### src/rtl/frame_scan_counter_if.sv
// rtl/frame_scan_counter_if.sv - control and position bundle for frame_scan_counter
interface frame_scan_counter_if #(
    parameter int COL_BITS = 11,
    parameter int ROW_BITS = 11
);
    logic                start;
    logic                en_count;
    logic                restart;
    logic [COL_BITS-1:0] col;
    logic [ROW_BITS-1:0] row;
    logic                eol;
    logic                eof;
    logic                border;
    logic                busy;
    logic                done;

    modport master (
        output start, en_count, restart,
        input  col, row, eol, eof, border, busy, done
    );

    modport slave (
        input  start, en_count, restart,
        output col, row, eol, eof, border, busy, done
    );
endinterface

### src/rtl/frame_scan_counter.sv
// rtl/frame_scan_counter.sv - raster position counter with line/frame/border flags
module frame_scan_counter #(
    parameter int COL_BITS = 11,
    parameter int ROW_BITS = 11,
    parameter int WIDTH    = 1024,
    parameter int HEIGHT   = 768,
    parameter int RADIUS   = 1,
    parameter int WRAP     = 0
) (
    input  logic                 clk,
    input  logic                 rst_n,
    frame_scan_counter_if.slave  bus
);
    typedef enum logic {IDLE, RUN} state_t;

    // Limits sized to the counter widths; WIDTH-1 always fits even when WIDTH == 2^COL_BITS.
    localparam logic [COL_BITS-1:0] COL_LAST = COL_BITS'(WIDTH - 1);
    localparam logic [ROW_BITS-1:0] ROW_LAST = ROW_BITS'(HEIGHT - 1);
    localparam logic [COL_BITS-1:0] COL_LO   = COL_BITS'(RADIUS);
    localparam logic [COL_BITS-1:0] COL_HI   = COL_BITS'(WIDTH - 1 - RADIUS);
    localparam logic [ROW_BITS-1:0] ROW_LO   = ROW_BITS'(RADIUS);
    localparam logic [ROW_BITS-1:0] ROW_HI   = ROW_BITS'(HEIGHT - 1 - RADIUS);

    state_t              state_q, state_d;
    logic [COL_BITS-1:0] col_q, col_d;
    logic [ROW_BITS-1:0] row_q, row_d;
    logic                done_q, done_d;
    logic                busy;

    always_ff @(posedge clk or negedge rst_n) begin
        if (!rst_n) begin
            state_q <= IDLE;
            col_q   <= '0;
            row_q   <= '0;
            done_q  <= 1'b0;
        end else begin
            state_q <= state_d;
            col_q   <= col_d;
            row_q   <= row_d;
            done_q  <= done_d;
        end
    end

    always_comb begin
        state_d = state_q;
        col_d   = col_q;
        row_d   = row_q;
        done_d  = 1'b0;
        if (bus.restart) begin
            state_d = IDLE;
            col_d   = '0;
            row_d   = '0;
        end else begin
            case (state_q)
                IDLE: begin
                    if (bus.start) begin
                        state_d = RUN;
                        col_d   = '0;
                        row_d   = '0;
                    end
                end
                RUN: begin
                    if (bus.en_count) begin
                        if (col_q != COL_LAST) begin
                            col_d = col_q + 1'b1;
                        end else begin
                            col_d = '0;
                            if (row_q != ROW_LAST) begin
                                row_d = row_q + 1'b1;
                            end else begin
                                row_d  = '0;
                                done_d = 1'b1;
                                if (WRAP == 0) state_d = IDLE;
                            end
                        end
                    end
                end
                default: state_d = IDLE;
            endcase
        end
    end

    // Flags decode only registered state so there is no input-to-output path.
    assign busy       = (state_q == RUN);
    assign bus.busy   = busy;
    assign bus.col    = col_q;
    assign bus.row    = row_q;
    assign bus.done   = done_q;
    assign bus.eol    = busy && (col_q == COL_LAST);
    assign bus.eof    = busy && (col_q == COL_LAST) && (row_q == ROW_LAST);
    assign bus.border = busy && ((col_q < COL_LO) || (col_q > COL_HI) ||
                                 (row_q < ROW_LO) || (row_q > ROW_HI));
endmodule

### src/flat_wrapper.sv
// flat-port wrapper written by rule: the top's interface ports become plain ports
module frame_scan_counter_flat 
#(
    parameter int COL_BITS = 11,
    parameter int ROW_BITS = 11,
    parameter int WIDTH    = 1024,
    parameter int HEIGHT   = 768,
    parameter int RADIUS   = 1,
    parameter int WRAP     = 0
)
  (clk, rst_n, bus_start, bus_en_count, bus_restart, bus_col, bus_row, bus_eol, bus_eof, bus_border, bus_busy, bus_done);
  frame_scan_counter_if #(.COL_BITS(COL_BITS), .ROW_BITS(ROW_BITS)) bus_i ();
  input  logic clk;
  input  logic rst_n;
  input wire logic [$bits(bus_i.start)-1:0] bus_start;
  input wire logic [$bits(bus_i.en_count)-1:0] bus_en_count;
  input wire logic [$bits(bus_i.restart)-1:0] bus_restart;
  output wire logic [$bits(bus_i.col)-1:0] bus_col;
  output wire logic [$bits(bus_i.row)-1:0] bus_row;
  output wire logic [$bits(bus_i.eol)-1:0] bus_eol;
  output wire logic [$bits(bus_i.eof)-1:0] bus_eof;
  output wire logic [$bits(bus_i.border)-1:0] bus_border;
  output wire logic [$bits(bus_i.busy)-1:0] bus_busy;
  output wire logic [$bits(bus_i.done)-1:0] bus_done;
  assign bus_i.start = bus_start;
  assign bus_i.en_count = bus_en_count;
  assign bus_i.restart = bus_restart;
  assign bus_col = bus_i.col;
  assign bus_row = bus_i.row;
  assign bus_eol = bus_i.eol;
  assign bus_eof = bus_i.eof;
  assign bus_border = bus_i.border;
  assign bus_busy = bus_i.busy;
  assign bus_done = bus_i.done;
  frame_scan_counter #(.COL_BITS(COL_BITS), .ROW_BITS(ROW_BITS), .WIDTH(WIDTH), .HEIGHT(HEIGHT), .RADIUS(RADIUS), .WRAP(WRAP)) u_core (.clk(clk), .rst_n(rst_n), .bus(bus_i));
endmodule
### config.mk
export PLATFORM = sky130hd
export DESIGN_NAME = frame_scan_counter_flat
export DESIGN_NICKNAME = d
export VERILOG_FILES = /design/src/rtl/frame_scan_counter_if.sv /design/src/rtl/frame_scan_counter.sv /design/src/flat_wrapper.sv
export SDC_FILE = /design/constraint.sdc
export NUM_CORES = 1
export LEC_CHECK = 0
export ABC_CLOCK_PERIOD_IN_PS = 2500
export CORE_ASPECT_RATIO = 0.5
export CORE_MARGIN = 3
export CORE_UTILIZATION = 52
export CTS_BUF_LIST = sky130_fd_sc_hd__clkbuf_4
export CTS_CLUSTER_SIZE = 30
export DETAILED_ROUTE_END_ITERATION = 8
export PLACE_DENSITY = 0.82
export SETUP_SLACK_MARGIN = 0.15
export SLEW_MARGIN = 5
export SYNTH_ARGS = -nofsm -noshare
export SYNTH_HDL_FRONTEND = slang
export SYNTH_SLANG_ARGS = --single-unit
### constraint.sdc
create_clock -name clk -period 2.5 [get_ports clk]
set_clock_uncertainty 0.2 [all_clocks]
set_input_delay 0.625 -clock clk [delete_from_list [all_inputs] [get_ports clk]]
set_output_delay 0.625 -clock clk [all_outputs]
set_load 0.03 [all_outputs]
==> impl_metrics.json <==
{
  "yosys_warnings": 0,
  "final_nets": 244,
  "ys.flop_type": "dfrtp_1",
  "cts_tree": "built",
  "rows": 13,
  "cp_slowest_cell": "dfrtp_1",
  "antenna_found_initial": 0,
  "grt_pass1_wl_um": 8040,
  "period_share_pct": 103,
  "synth_top_family_by_area": "simple AND/OR/NAND/NOR gates",
  "cts_hold_buf": 0,
  "initial_core_util_pct": 56.4,
  "root_buffer": "clkbuf_4",
  "fin_setup_tns_ns": -0.100,
  "hold_violations": 0,
  "final_util_pct": 87.6,
  "area_growth_pct": 55.3,
  "dieArea_mm2": 0.00362,
  "critPathMostFrequentCell": "buf_6",
  "dp_hpwl_um": 2870,
  "period_needed_ns": 2.58,
  "wl_per_cell_um": 17.2,
  "synth_nets": 173,
  "tightestPinTransition_ns": 0.487,
  "hold_class": "register to register",
  "die_y_um": 44.0,
  "synth_area_leaders": "dfrtp_1 40%, a221o_1 4.0%, nand2_1 4.0%, and3_1 3.7%, ha_1 3.3%",
  "placed_cells": 243,
  "grt_overflow_total": 0,
  "synth_adder_area_share_pct": 3.33,
  "vias": 1636,
  "routed_wirelength_um": 4670,
  "fmax_mhz": 387,
  "finalMaxSlewViolations": 0,
  "insertion_delay_ns": 0.34,
  "async_reset_ff_share_pct": 100,
  "numPortBuffers": 31,
  "mappedNetlistArea_mm2": 0.00151,
  "first_iter_violations": 95,
  "synth_area_per_cell_um2": 9.18,
  "fp.coreArea_mm2": 0.00267,
  "ant_nets": 0,
  "startpoint_type": "register",
  "synth_cells": 164,
  "maxCapViolations": 0,
  "via_per_inst": 6.04,
  "status": "finished, violations left",
  "p_leak_nw": 1.25,
  "htreeDepth": 1,
  "fp.dieW_um": 82.1,
  "n_fill_cell": 140,
  "synth-edff-count": 0,
  "crit_arrival_ns": 1.76,
  "synth.distinct_cells": 42,
  "crit_required_ns": 1.67,
  "fin_ws_ns": -0.0814,
  "multi_input_area_um2": 972,
  "crit_path_end_kind": "output pin",
  "slew_headroom_pct": 67.3,
  "powerDensity_mw_per_mm2": 341,
  "synth.mux.area_fraction_pct": 0.748,
  "grt_pass1_vias": 1668,
  "clk_path_buf_depth": 2,
  "numCtsBuffers": 3,
  "regArea_um2": 618,
  "grt_start_max_net_pins": 25,
  "final_cells": 271,
  "grt_usage_pct": 29.5,
  "synth-compound-area-share_pct": 19.8,
  "drive_gt1_share_pct": 36.3,
  "ys_ff_latch": 24,
  "n_antenna_cell": 0,
  "synth.largest_area_cell": "dfrtp_1",
  "yosys.area_share.simple_pct": 31.5,
  "cp_max_fo": 3,
  "route.detailed.drc": 0,
  "cpPeakStageDelay_ns": 0.46,
  "violations": "negative setup slack",
  "crit_type": "register to output pin",
  "ios": 32,
  "final-setup-viol-count": 2,
  "path_clk_slew_ns": 0.15,
  "vdd_drop_max_mv": 0.367,
  "path_cells": "buf_6 > nor4_4 > nand3_1 > a41oi_4 > buf_6",
  "synth_xor_area_share_pct": 1.75,
  "synthDominantCellAreaShare_pct": 39.9,
  "grt_setup_unrepaired": "yes",
  "drt_first_pass_iters": 4,
  "gp_congestion": 0.899,
  "clock_sinks": 24,
  "ys_seq_area_share_pct": 39.9
}
==> where the power goes <==
part / internal, mW / switching (mW) / total [mW]
sequential: 0.393 / 0.00681 / 0.399
clock: 0.162 / 0.131 / 0.293
combinational: 0.0412 / 0.0633 / 0.104
total: 0.596 / 0.201 / 0.797
==> layer usage <==
layer / global-route usage, % / part of all wire [%] / vias up
li1: - / - / 771
met1: 37.1 / 43 / 779
met2: 50.6 / 48 / 69
met3: 6.71 / 6.1 / 17
met4: 10.6 / 2.9 / 0
met5: 0 / 0 / -
==> Yosys cell counts (all sizes together) (4+ instances only) <==
cell type and n:
or3 5, nand4 6, ha 4, nor3 7, buf 4, dfrtp 24
nand2 16, a21oi 6, nor2 14, and3 10, inv 5, nand3 8
nor4 6, o21ai 8, a221o 6
==> state kept, by name, summed over array words and instances, names as in the netlist <==
name,flops
u_core.bus.col,11
u_core.bus.row,11
u_core.bus.busy,1
u_core.bus.done,1
==> cell type report <==
cell class / instances / area share, %
clock buffers: 3 / 0.964
clock inverters: 1 / 1.28
inverters: 5 / 0.803
multi-input cells: 130 / 41.6
flip-flops and latches: 24 / 26.4
well taps: 37 / 1.98
repair buffers: 71 / 26.9
==> through the flow <==
| step | worst slack [ns] | area (um2) | hold slack, ns | total power [mW] |
|---|---|---|---|---|
| after detailed placement | -0.0199 | 2010 | 0.367 | 0.500 |
| after floorplan | 0.156 | 1570 | 0.129 | 0.458 |
| after global routing | -0.130 | 2340 | 0.423 | 0.823 |
| after CTS | -0.0362 | 2290 | 0.389 | 0.793 |
| final | -0.0814 | 2340 | 0.385 | 0.797 |
| after global placement | 0.0381 | 2010 | 0.362 | 0.497 |
==> cells in the final DEF (no fill, tap or decap), types with 2 or more instances in the layout <==
cell / n
nand2_1: 14
xor2_1: 3
or3_1: 5
nand4_1: 5
dlymetal6s2s_1: 11
a21oi_1: 6
o21a_1: 3
nor4_4: 2
dfrtp_1: 10
and3_2: 2
nor2_1: 13
and3_1: 7
clkdlybuf4s50_1: 7
a31oi_1: 2
nor3_1: 6
nand3b_1: 2
buf_6: 3
a221o_1: 6
a22o_1: 3
nand2_2: 2
nor2b_1: 2
nor4_1: 3
buf_4: 40
ha_1: 3
dfrtp_2: 14
clkbuf_4: 3
nand3_1: 7
inv_1: 5
dlygate4sd2_1: 10
o21ai_0: 8
and2_1: 3
==> logic make-up after synthesis <==
family | after synthesis
XOR/XNOR | 3
flip-flops | 24
AND/OR/NAND/NOR | 85
multiplexers | 1
adder cells (fa/ha/maj) | 4
buffers and inverters | 10
AO/OA/AOI/OAI | 37
==> final timing paths <==
| path | start | end | slack, ns | cells past startpoint |
|---|---|---|---|---|
| hold reg to reg | u_core.bus.col[10]$_DFFE_PN0P_ | u_core.bus.col[10]$_DFFE_PN0P_ | 0.38 | 1 |
| setup / recovery | u_core.bus.row[8]$_DFFE_PN0P_ | bus_border | -0.08 | 5 |
| min in group asynchronous | rst_n | u_core.bus.row[7]$_DFFE_PN0P_ | 0.44 | 2 |
| setup reg to reg | u_core.bus.col[1]$_DFFE_PN0P_ | u_core.bus.row[3]$_DFFE_PN0P_ | 0.40 | 6 |
| max in group asynchronous | rst_n | u_core.bus.col[3]$_DFFE_PN0P_ | 1.37 | 2 |
| hold / removal | u_core.bus.col[10]$_DFFE_PN0P_ | u_core.bus.col[10]$_DFFE_PN0P_ | 0.38 | 1 |
==> worst max-delay path, delay by kind of cell (launching register included) <==
family,cells,cell delay (ns)
flops,1,0.46
simple gates,2,0.40
buf+inv,2,0.30
compound gates,1,0.25
==> what timing repair did <==
action / in CTS / in global routing
gates resized for setup: 26 / 14
setup endpoints to repair: 8 / 14
setup buffers: 24 / 0
pin swaps: 10 / 1
(Power assumes the default switching activity.)
